$ cat config.mk
export PLATFORM = sky130hd
export DESIGN_NAME = ssd1306_spi_tx_flat
export DESIGN_NICKNAME = d
export VERILOG_FILES = /design/src/rtl/ssd1306_spi_tx_if.sv /design/src/rtl/ssd1306_spi_tx.sv /design/src/flat_wrapper.sv
export SDC_FILE = /design/constraint.sdc
export NUM_CORES = 1
export LEC_CHECK = 0
export CORE_MARGIN = 2
export CORE_UTILIZATION = 49
export DETAILED_ROUTE_END_ITERATION = 12
export PLACE_DENSITY = 0.75
export SYNTH_ARGS = -nofsm -noshare
export SYNTH_HDL_FRONTEND = slang
export SYNTH_SLANG_ARGS = --single-unit
$ cat constraint.sdc
create_clock -name clk_in -period 1.5 [get_ports clk_in]
set_input_delay 0.225 -clock clk_in [delete_from_list [all_inputs] [get_ports clk_in]]
set_output_delay 0.225 -clock clk_in [all_outputs]
set_load 0.05 [all_outputs]
$ cat src/rtl/ssd1306_spi_tx_if.sv
// Byte handshake between the SSD1306 microcode executor (master) and the
// SPI byte transmitter (slave).
interface ssd1306_spi_tx_if;
  logic       spi_tx_trigger_in;
  logic [7:0] spi_data_in;
  logic       spi_last_byte_in;
  logic       spi_ready_out;

  modport master (
    output spi_tx_trigger_in,
    output spi_data_in,
    output spi_last_byte_in,
    input  spi_ready_out
  );

  modport slave (
    input  spi_tx_trigger_in,
    input  spi_data_in,
    input  spi_last_byte_in,
    output spi_ready_out
  );
endinterface

$ cat src/rtl/ssd1306_spi_tx.sv
// SPI mode-0 byte transmitter for the SSD1306: MSB-first serialisation with
// CSn held low across a burst and released with hold/gap timing after the last byte.
module ssd1306_spi_tx #(
  parameter int unsigned CLK_DIV         = 2,
  parameter int unsigned CS_SETUP_CYCLES = 2,
  parameter int unsigned CS_HOLD_CYCLES  = 2,
  parameter int unsigned CS_GAP_CYCLES   = 4
) (
  input  logic                   clk_in,
  input  logic                   reset_in,
  ssd1306_spi_tx_if.slave        spi_if,
  output logic                   oled_sclk_out,
  output logic                   oled_sdin_out,
  output logic                   oled_csn_out,
  output logic                   burst_done_out
);

  localparam int unsigned MAX_A   = (CLK_DIV > CS_SETUP_CYCLES) ? CLK_DIV : CS_SETUP_CYCLES;
  localparam int unsigned MAX_B   = (CS_HOLD_CYCLES > CS_GAP_CYCLES) ? CS_HOLD_CYCLES : CS_GAP_CYCLES;
  localparam int unsigned CNT_MAX = (MAX_A > MAX_B) ? MAX_A : MAX_B;
  localparam int unsigned CNT_W   = $clog2(CNT_MAX + 1);

  localparam logic [CNT_W-1:0] CNT_ZERO   = CNT_W'(0);
  localparam logic [CNT_W-1:0] CNT_ONE    = CNT_W'(1);
  localparam logic [CNT_W-1:0] DIV_LAST   = CNT_W'(CLK_DIV - 1);
  localparam logic [CNT_W-1:0] SETUP_LAST = CNT_W'(CS_SETUP_CYCLES - 1);
  localparam logic [CNT_W-1:0] HOLD_LAST  = CNT_W'(CS_HOLD_CYCLES - 1);
  localparam logic [CNT_W-1:0] GAP_LAST   = CNT_W'(CS_GAP_CYCLES - 1);

  typedef enum logic [2:0] {
    S_IDLE      = 3'd0,
    S_CS_SETUP  = 3'd1,
    S_SHIFT     = 3'd2,
    S_WAIT_NEXT = 3'd3,
    S_CS_HOLD   = 3'd4,
    S_CS_GAP    = 3'd5
  } state_t;

  state_t           state_q, state_d;
  logic [CNT_W-1:0] cnt_q, cnt_d;
  logic [2:0]       bit_idx_q, bit_idx_d;
  logic [7:0]       shift_q, shift_d;
  logic             last_q, last_d;
  logic             sclk_q, sclk_d;
  logic             sdin_q, sdin_d;
  logic             csn_q, csn_d;
  logic             done_q, done_d;
  logic             ready_q, ready_d;
  logic             accept_s;

  // Next-state and next-output computation for the transmit sequencer.
  always_comb begin
    state_d   = state_q;
    cnt_d     = cnt_q;
    bit_idx_d = bit_idx_q;
    shift_d   = shift_q;
    last_d    = last_q;
    sclk_d    = sclk_q;
    sdin_d    = sdin_q;
    csn_d     = csn_q;
    done_d    = 1'b0;
    accept_s  = ready_q & spi_if.spi_tx_trigger_in;

    case (state_q)
      S_IDLE: begin
        if (accept_s) begin
          shift_d   = spi_if.spi_data_in;
          last_d    = spi_if.spi_last_byte_in;
          bit_idx_d = 3'd7;
          sdin_d    = spi_if.spi_data_in[7];
          sclk_d    = 1'b0;
          csn_d     = 1'b0;
          cnt_d     = CNT_ZERO;
          state_d   = S_CS_SETUP;
        end else begin
          csn_d  = 1'b1;
          sclk_d = 1'b0;
        end
      end
      S_CS_SETUP: begin
        if (cnt_q == SETUP_LAST) begin
          cnt_d   = CNT_ZERO;
          state_d = S_SHIFT;
        end else begin
          cnt_d = cnt_q + CNT_ONE;
        end
      end
      S_SHIFT: begin
        // Each phase lasts CLK_DIV cycles; data only moves on the falling side.
        if (cnt_q == DIV_LAST) begin
          cnt_d = CNT_ZERO;
          if (!sclk_q) begin
            sclk_d = 1'b1;
          end else begin
            sclk_d = 1'b0;
            if (bit_idx_q == 3'd0) begin
              state_d = last_q ? S_CS_HOLD : S_WAIT_NEXT;
            end else begin
              bit_idx_d = bit_idx_q - 3'd1;
              sdin_d    = shift_q[bit_idx_q - 3'd1];
            end
          end
        end else begin
          cnt_d = cnt_q + CNT_ONE;
        end
      end
      S_WAIT_NEXT: begin
        if (accept_s) begin
          shift_d   = spi_if.spi_data_in;
          last_d    = spi_if.spi_last_byte_in;
          bit_idx_d = 3'd7;
          sdin_d    = spi_if.spi_data_in[7];
          cnt_d     = CNT_ZERO;
          state_d   = S_SHIFT;
        end else begin
          sclk_d = 1'b0;
        end
      end
      S_CS_HOLD: begin
        if (cnt_q == HOLD_LAST) begin
          cnt_d   = CNT_ZERO;
          csn_d   = 1'b1;
          done_d  = 1'b1;
          state_d = S_CS_GAP;
        end else begin
          cnt_d = cnt_q + CNT_ONE;
        end
      end
      S_CS_GAP: begin
        if (cnt_q == GAP_LAST) begin
          cnt_d   = CNT_ZERO;
          state_d = S_IDLE;
        end else begin
          cnt_d = cnt_q + CNT_ONE;
        end
      end
      default: begin
        state_d = S_IDLE;
        cnt_d   = CNT_ZERO;
        csn_d   = 1'b1;
        sclk_d  = 1'b0;
      end
    endcase

    // Registered copy of the ready decode, so it is valid the cycle the state is.
    ready_d = (state_d == S_IDLE) || (state_d == S_WAIT_NEXT);
  end

  // State and output registers with synchronous reset.
  always_ff @(posedge clk_in) begin
    if (reset_in) begin
      state_q   <= S_IDLE;
      cnt_q     <= CNT_ZERO;
      bit_idx_q <= 3'd0;
      shift_q   <= 8'h00;
      last_q    <= 1'b0;
      sclk_q    <= 1'b0;
      sdin_q    <= 1'b0;
      csn_q     <= 1'b1;
      done_q    <= 1'b0;
      ready_q   <= 1'b1;
    end else begin
      state_q   <= state_d;
      cnt_q     <= cnt_d;
      bit_idx_q <= bit_idx_d;
      shift_q   <= shift_d;
      last_q    <= last_d;
      sclk_q    <= sclk_d;
      sdin_q    <= sdin_d;
      csn_q     <= csn_d;
      done_q    <= done_d;
      ready_q   <= ready_d;
    end
  end

  assign spi_if.spi_ready_out = ready_q;
  assign oled_sclk_out        = sclk_q;
  assign oled_sdin_out        = sdin_q;
  assign oled_csn_out         = csn_q;
  assign burst_done_out       = done_q;

endmodule

$ cat src/flat_wrapper.sv
// flat-port wrapper written by rule: the top's interface ports become plain ports
module ssd1306_spi_tx_flat 
#(
  parameter int unsigned CLK_DIV         = 2,
  parameter int unsigned CS_SETUP_CYCLES = 2,
  parameter int unsigned CS_HOLD_CYCLES  = 2,
  parameter int unsigned CS_GAP_CYCLES   = 4
)
  (clk_in, reset_in, oled_sclk_out, oled_sdin_out, oled_csn_out, burst_done_out, spi_if_spi_tx_trigger_in, spi_if_spi_data_in, spi_if_spi_last_byte_in, spi_if_spi_ready_out);
  ssd1306_spi_tx_if spi_if_i ();
  input  logic clk_in;
  input  logic reset_in;
  output logic oled_sclk_out;
  output logic oled_sdin_out;
  output logic oled_csn_out;
  output logic burst_done_out;
  input wire logic [$bits(spi_if_i.spi_tx_trigger_in)-1:0] spi_if_spi_tx_trigger_in;
  input wire logic [$bits(spi_if_i.spi_data_in)-1:0] spi_if_spi_data_in;
  input wire logic [$bits(spi_if_i.spi_last_byte_in)-1:0] spi_if_spi_last_byte_in;
  output wire logic [$bits(spi_if_i.spi_ready_out)-1:0] spi_if_spi_ready_out;
  assign spi_if_i.spi_tx_trigger_in = spi_if_spi_tx_trigger_in;
  assign spi_if_i.spi_data_in = spi_if_spi_data_in;
  assign spi_if_i.spi_last_byte_in = spi_if_spi_last_byte_in;
  assign spi_if_spi_ready_out = spi_if_i.spi_ready_out;
  ssd1306_spi_tx #(.CLK_DIV(CLK_DIV), .CS_SETUP_CYCLES(CS_SETUP_CYCLES), .CS_HOLD_CYCLES(CS_HOLD_CYCLES), .CS_GAP_CYCLES(CS_GAP_CYCLES)) u_core (.clk_in(clk_in), .reset_in(reset_in), .spi_if(spi_if_i), .oled_sclk_out(oled_sclk_out), .oled_sdin_out(oled_sdin_out), .oled_csn_out(oled_csn_out), .burst_done_out(burst_done_out));
endmodule
Word level (Yosys, flattened, before mapping)

Cells that the tools add are included.

Output and inout port bits: 5
Logic and storage cells: 79
Register bits after elaboration: 23

$lt $le $gt $ge: 1
Equality and inequality tests: 14
Bitwise operators: 4
Reduce and logical (&&, ||, !) cells: 14
Multiplexer cells: 34
Add/subtract/negate cells: 2

Operators by type and width:

| kind                                                       | number |
|---|---|
| two-way mux 3 bit                                          | 16 |
| case mux 3 bit (6 select lines)                            | 1 |
| equality test 3 x 2 -> 1 bit, second input constant        | 4 |
| two-way mux 1 bit                                          | 11 |
| zero test 3 bit                                            | 3 |
| case mux 3 bit (3 select lines)                            | 1 |
| inequality test 2 x 1 -> 1 bit, second input constant      | 4 |
| equality test 3 x 1 -> 1 bit, second input constant        | 2 |
| equality test 3 bit, second input constant                 | 2 |
| case mux 1 bit (3 select lines)                            | 2 |
| case mux 3 bit (2 select lines)                            | 1 |
| OR reduction 3 bit                                         | 2 |
| AND reduction 5 bit                                        | 1 |
| less-than comparator 3 x 4 -> 1 bit, second input constant | 1 |
| inequality test 2 bit, second input constant               | 2 |
| AND reduction 2 bit                                        | 2 |
| OR reduction 2 bit                                         | 2 |
| OR reduction 4 bit                                         | 1 |
| adder 3 x 1 -> 3 bit, second input constant                | 1 |
| binary-select mux 1 bit (select 3 bit)                     | 1 |
| inverter 1 bit                                             | 3 |
| AND reduction 3 bit                                        | 1 |
| subtractor 3 x 1 -> 3 bit, second input constant           | 1 |
| case mux 1 bit (2 select lines)                            | 1 |
| 3 further kinds                                            | 3 |

Logic depth before layout (Yosys ltp)

Gate-level depths: netlist of run 1.

Word-level depth: 7
Mapped depth: 7
Mapped depth without buffers: 7

Least setup slack after synthesis of run 1

No wires, ideal clock.

Kind: register to register
From: reg u_core.sclk_q (netlist: u_core.oled_sclk_out)
To: reg u_core.bit_idx_q[2]
Stages on the path, launching flop included: 6
Arrival: 1654 ps
Path slack: -245 ps
Data required time: 1409 ps
Clock period less this slack: 1745 ps
Path through: dfxtp_1 > nand3b_1 > o311a_4 > nor2_8 > a21oi_2 > a311oi_1

Cells in the longest elaborated chain, start to end: 2

RTL lines:

| element                                  | line                  | RTL |
|---|---|---|
| from (decl)                              | ssd1306_spi_tx.sv:44  | `logic sclk_q, sclk_d;` |
| from (signal assigned)                   | ssd1306_spi_tx.sv:168 | `sclk_q <= sclk_d;` |
| inequality test 2 x 1 -> 1 bit (no line) | -                     |  |
| AND reduction 5 bit (no line)            | -                     |  |
| to (signal assigned)                     | ssd1306_spi_tx.sv:165 | `bit_idx_q <= bit_idx_d;` |
| to (decl)                                | ssd1306_spi_tx.sv:41  | `logic [2:0] bit_idx_q, bit_idx_d;` |

Every way passes these cells.
A chain may end at the register's enable or synchronous reset.

Final worst setup path of run 1

From: reg u_core.cnt_q[1]
To: reg u_core.ready_q (netlist: u_core.spi_if.spi_ready_out)

Cells in the longest elaborated chain, start to end: 5

RTL lines:

| element                                                                      | line                  | RTL |
|---|---|---|
| from (decl)                                                                  | ssd1306_spi_tx.sv:40  | `logic [CNT_W-1:0] cnt_q, cnt_d;` |
| from (signal assigned)                                                       | ssd1306_spi_tx.sv:164 | `cnt_q <= cnt_d;` |
| equality test 3 x 2 -> 1 bit or equality test 3 x 1 -> 1 bit (tied branches) | -                     |  |
| two-way mux 3 bit (on tied branches)                                         | -                     |  |
| case mux 3 bit (6 select lines) (*)                                          | ssd1306_spi_tx.sv:64  | `case (state_q)` |
| equality test 3 x 2 -> 1 bit or zero test 3 bit (tied branches)              | ssd1306_spi_tx.sv:146 | `ready_d = (state_d == S_IDLE) \|\| (state_d == S_WAIT_NEXT);` |
| logical OR 1 bit (*)                                                         | ssd1306_spi_tx.sv:146 |  |
| to (signal assigned)                                                         | ssd1306_spi_tx.sv:172 | `ready_q <= ready_d;` |
| to (decl)                                                                    | ssd1306_spi_tx.sv:48  | `logic ready_q, ready_d;` |

Every way passes the cells marked *; elsewhere a longest branch is shown, timed or not.

==> results.md, run 1 <==
Final layout:
- From synthesis to final layout, the design area changed by 46.24%.
- The library cell used most frequently in the layout, excluding fill and tap cells, is sky130_fd_sc_hd__buf_4.
- The filler cells instantiated in the layout total 159.
- The final cell count without fillers is 212.
- The count of nets after finishing is 201.
- The number of inserted diodes is 0.
- In the final layout, the share of cells above drive strength 1 is 40.11%.
- The top cell types in the final layout, fill and taps aside, are sky130_fd_sc_hd__buf_4, sky130_fd_sc_hd__dfxtp_1, sky130_fd_sc_hd__nor2_1.

Status:
- The checks that failed: setup timing.
- The flow ran to the end, but the final reports show violations.

Clock network:
- The total number of clock tree sinks is 23.
- For the worst-skew pair, the clock arrives at the later sink with an insertion delay of 0.32 ns.
- The clock-pin slew reported for the worst setup and hold paths after clock tree synthesis is 0.14 ns.
- In this run the number of H-tree levels came out at 1.
- In this run the clock root is driven by a sky130_fd_sc_hd__clkbuf_4.
- The number of buffers on the longest clock path is 2.
- TritonCTS built the clock tree.
- Counting the buffers created by CTS gives 3.
- The cts-stage hold buffer count is 0.

Floorplanning:
- The full die area is 0.003114 mm².
- The floorplan step defined a core boundary enclosing 0.002500 mm².
- In this run the core area contains 18 standard-cell rows.
- In this run the count of I/O pins placed on the die edge is 17.
- The overall die width is 55.81 µm.
- The die is 55.81 µm tall.
- The initial utilization of the core area, before any placement, comes to 52.60%.

Timing:
- The number of pins exceeding their max-slew limit in the final report is 0.
- The achievable clock frequency is 616.3 MHz.
- The headroom to the max-slew limit is 76.17%.
- At the pin with the least slew margin, the transition time is 0.3575 ns.
- The post-route setup TNS is -0.5019 ns.
- The final period demand of the worst path is 1.623 ns.
- The post-route worst setup slack is -0.1225 ns.
- Setup repair after global routing could not meet its margin everywhere.
- Setup violations remaining at the end of the flow were counted as 12.
- The share of the clock period used by the worst path after layout is 108.2%.
- The number of endpoints with negative hold slack in the final report is 0.
- Between clock sinks in the finished design, the worst skew comes to 0.01111 ns.

Power and ir drop:
- The maximum ir drop on the vdd rail is 934.9 µV.
- For this design the ratio of total power to cell area is 983.9 mW/mm².
- In this run the static leakage power is 0.0007769 µW.
- Total power for the finished layout comes to 1892 µW.

Worst hold path:
- The start point of the worst hold path is u_core.shift_q[7]$_SDFFE_PP0P_.
- The endpoint of the worst hold path is u_core.shift_q[7]$_SDFFE_PP0P_.
- The class of the worst hold path is flip-flop to flip-flop.
- The number of cells traversed by the worst hold path is 2.

Route:
- The routed design has 3115 µm of wire.
- In this run the remaining antenna-violating nets after routing total 0.
- The average routed wire per standard cell is 14.69 µm.
- For this run, design rule violations remaining after detail routing come to 0.
- The total via count in the routed design is 1225.
- The initial DRC count is 59.
- The number of detailed-route iterations in the first pass is 4.
- The mean number of vias per cell is 5.778.

Logic synthesis:
- The synthesized instance count is 140.
- Of all flip-flops after synthesis, the portion carrying an async set or reset was 0%.
- The netlist area before placement is 0.001315 mm².
- Yosys printed 0 warnings.
- In this run, synthesis inferred 0 flip-flops with an integrated enable.
- The net count after synthesis is 158.
- The flip-flop and latch count after synthesis is 23.
- Synthesis instantiated 47 different standard cells from the library.
- The average footprint of a synthesized cell is 9.393 µm².
- The leading register cell type out of synthesis is sky130_fd_sc_hd__dfxtp_1.
- For this run, the register share of the synthesized area comes to 35.01%.

Critical path:
- The arrival time of data at the critical path endpoint is 1.85 ns.
- The number of cells on the worst reg-to-reg path is 7.
- By startpoint and endpoint, the worst setup path is classified as flip-flop to flip-flop.
- The biggest fanout along the worst timing path is 3.
- The kind of end point of the critical path is a flip-flop.
- The worst register-to-register path begins at u_core.cnt_q[1]$_SDFFE_PP0N_.
- The worst register-to-register path has a setup slack of -0.12 ns.
- The destination of the worst register-to-register timing path is u_core.spi_if.spi_ready_out$_SDFF_PP1_.
- The worst setup path is launched from a flip-flop.
- The worst path required time is 1.72 ns.

Placement:
- The count of input and output buffers is 16.
- The number of placed cells counting well taps is 204.
- The placer congestion estimate is 0.8427.
- The placed wire-length estimate after detailed placement is 2346 µm.

GRT:
- The via count of the first global-routing pass is 1189.
- Entering global routing, the biggest net connects 14 pins.
- The first global-routing pass estimated 5195 µm of wire.
- The total global routing overflow is 0.
- The initial antenna violation count is 0.
- Global routing used 20.62% of the available tracks.

Run:
- Max-cap violations in this run came to 0.
[where the power goes]
part           leakage, µW  total, µW  internal [µW]  switching, µW
Combinational     0.000567        841            462            379
Sequential        0.000192        749            680           69.2
Clock            0.0000177        302           99.9            202
[cell usage after synthesis (3+ instances only)]
library cell,n,area [µm²]
sky130_fd_sc_hd__nor2_1,14,52.55
sky130_fd_sc_hd__a21o_1,3,22.52
sky130_fd_sc_hd__ha_1,6,75.07
sky130_fd_sc_hd__nand3_1,3,15.01
sky130_fd_sc_hd__nand2b_1,5,31.28
sky130_fd_sc_hd__dfxtp_1,23,460.4
sky130_fd_sc_hd__mux2i_1,10,100.1
sky130_fd_sc_hd__a21oi_1,8,40.04
sky130_fd_sc_hd__nand2_1,5,18.77
sky130_fd_sc_hd__nor3_1,4,20.02
sky130_fd_sc_hd__inv_1,8,30.03
sky130_fd_sc_hd__buf_6,3,33.78
[state kept, by name, indices dropped and copies added (netlist names), 3 cells and up]
signal	count
u_core.state_q	3
u_core.bit_idx_q	3
u_core.shift_q	8
u_core.cnt_q	3
[cell type report]
cell class                 instances  area (µm²)  share of cell area (%)
clock inverter                     1       5.005                  0.2602
multi-input combinational        102       912.1                   47.43
inverter                           8       30.03                   1.561
clock buffer                       3       22.52                   1.171
timing repair buffer              45       432.9                   22.51
sequential                        23       483.0                   25.11
tap                               30       37.54                   1.952
[repair_timing]
| action | in CTS | in global routing |
|---|---|---|
| pin swaps | 9 | 7 |
| endpoints found under the hold margin | 0 | 0 |
| buffers inserted | 1 | 2 |
| gates cloned | 0 | 1 |
| resized for setup | 11 | 9 |
| endpoints found under the setup margin | 19 | 20 |
[metal layers]
metal  GRT usage [%]  vias to the layer above  part of all wire, %
met1           26.23                      587                   44
met5               0                        -                    0
met4           6.969                        0                 0.39
li1                -                      592                    -
met2           34.18                       44                   49
met3           4.884                        2                  6.1
[critical path: stages, from the launching register on]
cell and delay, ns:
sky130_fd_sc_hd__dfxtp_4 0.40, sky130_fd_sc_hd__inv_2 0.05, sky130_fd_sc_hd__ha_4 0.15, sky130_fd_sc_hd__nand3b_1 0.15
sky130_fd_sc_hd__and2b_1 0.20, sky130_fd_sc_hd__a221o_2 0.36, sky130_fd_sc_hd__xnor2_1 0.15, sky130_fd_sc_hd__o21ai_1 0.07
[metrics by stage]
step	instance area [µm²]	util, %	hold slack [ns]	worst slack [ns]
4_1_cts	1833	73.32	0.5163	-0.1053
6_report	1923	76.93	0.5134	-0.1225
3_5_place_dp	1740	69.62	0.4865	-0.3396
2_1_floorplan	1371	-	0.3447	-0.04200
5_1_grt	1923	76.93	0.5164	-0.1377
3_3_place_gp	1740	69.62	0.4704	-0.2283
[kinds of logic (layout without fill, tap and decap cells)]
| logic type | count (synthesis) | after routing | share of synthesized area (%) |
|---|---|---|---|
| and+or+nand+nor | 45 | 45 | 19.22 |
| AOI/OAI and AO/OA | 36 | 36 | 20.65 |
| DFF | 23 | 23 | 35.01 |
| buffers and inverters | 15 | 57 | 6.375 |
| muxes | 12 | 12 | 11.04 |
| adders and majority gates | 6 | 6 | 5.709 |
| xor gates and xnor gates | 3 | 3 | 1.998 |
[worst max path at each step]
stage,startpoint,end,slack (ns)
2_1_floorplan,u_core.cnt_q[1]$_SDFFE_PP0N_,u_core.spi_if.spi_ready_out$_SDFF_PP1_,-0.04
3_3_place_gp,spi_if_spi_tx_trigger_in,u_core.bit_idx_q[1]$_SDFFE_PP0P_,-0.23
3_5_place_dp,spi_if_spi_tx_trigger_in,u_core.bit_idx_q[1]$_SDFFE_PP0P_,-0.34
4_1_cts,u_core.cnt_q[1]$_SDFFE_PP0N_,u_core.spi_if.spi_ready_out$_SDFF_PP1_,-0.11
5_1_grt,u_core.cnt_q[1]$_SDFFE_PP0N_,u_core.spi_if.spi_ready_out$_SDFF_PP1_,-0.14
6_report,u_core.cnt_q[1]$_SDFFE_PP0N_,u_core.spi_if.spi_ready_out$_SDFF_PP1_,-0.12
Note: power is estimated with default switching activity, not from simulation.
==> inputs of run 2 (changes only) <==
CORE_UTILIZATION = 50   (was 49)
PLACE_DENSITY = 0.73   (was 0.75)
clock period = 2.1 ns   (was 1.5 ns; I/O delays follow)
==> run 2 against run 1 <==
  * The run now ends clean
  * Hold slack worse by 0.0062 ns
  * Via count is 12% lower
  * Sequential power is 30% lower
==> results.md, run 2 (same netlist as run 1, synthesis figures left out) <==
Floorplanning:
- The core area is 0.002477 mm² (-0.90%).
- The overall die width is 55.29 µm (-0.93%).
- The starting density of the core is 53.08% (+0.48 points).
- The total I/O pin count is 17 (unchanged).
- The die boundary height was 55.29 µm (-0.93%).
- The full die area is 0.003056 mm² (-1.9%).
- The row count came to 18 (unchanged).

Route:
- The remaining antenna violation count after routing is 0 (unchanged).
- The mean number of vias per cell came to 5.718 (-1.0%).
- The initial DRC count is 32 (-46%).
- The detailed-route DRC error count was 0 (unchanged).
- The number of detailed-route iterations in the first pass is 4 (unchanged).
- The post-detailed-routing wire length was 2606 µm (-16%).
- The average routed wire per standard cell was 13.86 µm (-5.7%).
- The total via count in the routed design is 1075 (-12%).

Power and ir drop:
- The relative contribution of the clock network to total power came to 18.5% (+2.6 points).
- The maximum ir drop on the vdd rail is 572.4 µV (-39%).
- The power share of the sequential group is 45.7% (+6.1 points).
- The reported net switching power is 396.4 µW (-39%).
- The portion of total power attributed to combinational logic is 35.8% (-8.7 points).
- The static leakage power is 0.0005998 µW (-23%).
- The power density over the cells is 747.4 mW/mm² (-24%).
- The net switching share of the total power is 34.80% (+0.46 points).
- The internal cell power is 742.7 µW (-40%).

Timing:
- The headroom to the max-slew limit came to 64.48% (-12 points).
- The largest clock skew in the final design is 0.002299 ns (-0.008810 ns).
- The share of the clock period used by the worst path after layout is 91.54%.
- The achievable clock frequency is 520.2 MHz.
- The post-route setup TNS is 0 ns (+0.5019 ns).
- The post-route worst setup slack came to 0.1777 ns (+0.3002 ns).
- The count of endpoints failing setup in the final report is 0 (-12).
- The worst path in the final design needs a cycle of 1.922 ns, including I/O delays and setup.
- Setup repair after global routing left no endpoint under its margin.
- The number of pins exceeding their max-slew limit in the final report is 0 (unchanged).
- The number of endpoints with negative hold slack in the final report is 0 (unchanged).
- The transition time at the pin with the least slew margin came to 0.5311 ns (+0.1736 ns).

Clock network:
- The insertion delay to the later sink of the worst-skew pair is 0.31 ns (about the same).
- The cts-stage hold buffer count was 0 (unchanged).
- TritonCTS built the clock tree.
- The CTS root buffer is sky130_fd_sc_hd__clkbuf_4.
- The number of H-tree levels is 1 (unchanged).
- The number of gates given a new drive strength after cts is 0 (-11).
- The number of buffers on the longest clock path is 2 (unchanged).
- The number of buffers created by CTS is 3 (unchanged).
- The total number of clock tree sinks is 23 (unchanged).
- The clock-pin slew reported for the worst setup and hold paths after clock tree synthesis was 0.13 ns (about the same).
- The total setup buffers inserted after CTS is 0 (-1).

GRT:
- The wire length of the first global-routing pass is 4485 µm (-14%).
- The total global routing overflow is 0 (unchanged).
- The via count of the first global-routing pass is 1036 (-13%).
- The aggregate global-route resource usage is 17.83% (-2.8 points).
- The initial antenna violation count is 0 (unchanged).
- The largest net degree at the start of global routing is 16 (+2).

Final layout:
- The number of inserted diodes is 0 (unchanged).
- The final cell count without fillers was 188 (-11%).
- The area overhead of the layout relative to synthesis is 15.89%.
- The fraction of final layout cells with drive strength greater than 1 is 10.76% (-29 points).
- The number of flip-flops under the largest register name is 8 (unchanged).
- The library cells used most frequently in the layout, excluding fill and tap cells, are sky130_fd_sc_hd__dfxtp_1, sky130_fd_sc_hd__clkdlybuf4s50_1, sky130_fd_sc_hd__nor2_1.
- The largest register by flop count is u_core.shift_q.
- The count of nets after finishing is 177 (-12%).
- Leaving out fill and tap cells, the most frequent cell in the layout is sky130_fd_sc_hd__dfxtp_1.

Critical path:
- The worst path required time is 1.78 ns (+0.06 ns).
- Among cell families on the critical path, the largest total delay comes from buffers and inverters.
- The critical path is of the flip-flop to primary output type.
- The cell at the slowest stage of the critical path is sky130_fd_sc_hd__clkdlybuf4s50_1.
- The sum of buffers and inverters on the critical path was 1 (unchanged).
- The biggest fanout along the worst timing path came to 6 (+3).
- The startpoint type of the worst setup path is a flip-flop.
- The arrival time of data at the critical path endpoint is 1.61 ns (-0.24 ns).
- Traced cell by cell, the critical path runs through clkdlybuf4s50_1.
- STA classifies the critical path endpoint as a primary output.
- The highest cell delay on the worst timing path is 0.84 ns (+0.44 ns).

Placement:
- The placed wire-length estimate after detailed placement came to 2012 µm (-14%).
- The number of placed cells counting well taps came to 184 (-9.8%).
- The count of input and output buffers is 16 (unchanged).
- The placer congestion estimate came to 0.8437 (+0.12%).
- The setup slack at placement was 0.2050 ns (+0.5447 ns).

Run:
- The number of maximum-capacitance constraint violations is 0 (unchanged).

Worst hold path:
- The class of the worst hold path is flip-flop to flip-flop.

Status:
- The run finished with clean final reports.
-- run 2: path summary, 6_finish.rpt --
kind	startpoint	endpoint	slack, ns	depth (start not counted)
worst max-delay path	u_core.oled_sclk_out$_SDFFE_PP0P_	oled_sclk_out	0.18	1
worst min-delay path	u_core.bit_idx_q[1]$_SDFFE_PP0P_	u_core.bit_idx_q[1]$_SDFFE_PP0P_	0.51	2
worst max register to register	u_core.cnt_q[0]$_SDFFE_PP0N_	u_core.cnt_q[1]$_SDFFE_PP0N_	0.34	7
worst min register to register	u_core.bit_idx_q[1]$_SDFFE_PP0P_	u_core.bit_idx_q[1]$_SDFFE_PP0P_	0.51	2
-- run 2: cell type report --
cell class	count	area (µm²)
Clock inverter	1	5.005
Fill cell	233	953.4
Multi-Input combinational cell	102	770.7
Tap cell	30	37.54
Timing Repair Buffer	21	197.7
Inverter	8	30.03
Clock buffer	3	22.52
Sequential cell	23	460.4
-- run 2: power groups by stage --
stage	combinational [µW]	sequential (µW)	clock [µW]
2_1_floorplan	283	556	0
3_3_place_gp	401	528	0
6_report	408	521	211
5_1_grt	448	527	230
3_5_place_dp	408	530	0
4_1_cts	409	520	221
-- run 2: through the flow --
step           instance area (µm²)  utilization, %  hold slack [ns]  total power (µW)
6_report                      1524           61.52           0.5072              1139
5_1_grt                       1524           61.52           0.5601              1205
4_1_cts                       1524           61.52           0.5115              1150
3_5_place_dp                  1496           60.40           0.4839             937.7
3_3_place_gp                  1496           60.40           0.4729             929.2
2_1_floorplan                 1315               -           0.4348             839.0
-- run 2: metal layers --
| metal | wire length (µm) | track usage, % | part of all wire (%) |
|---|---|---|---|
| met1 | 1255 | 23.89 | 48 |
| met2 | 1234 | 29.59 | 47 |
| met4 | 12 | 5.575 | 0.46 |
| met3 | 103 | 2.576 | 4.0 |
| met5 | 0 | 0 | 0 |
==> inputs of run 3 (changes only) <==
TNS_END_PERCENT = 100   (was default)
==> results of run 3 <==
Same layout as run 2: the final DEF is identical, and so are final timing and power.
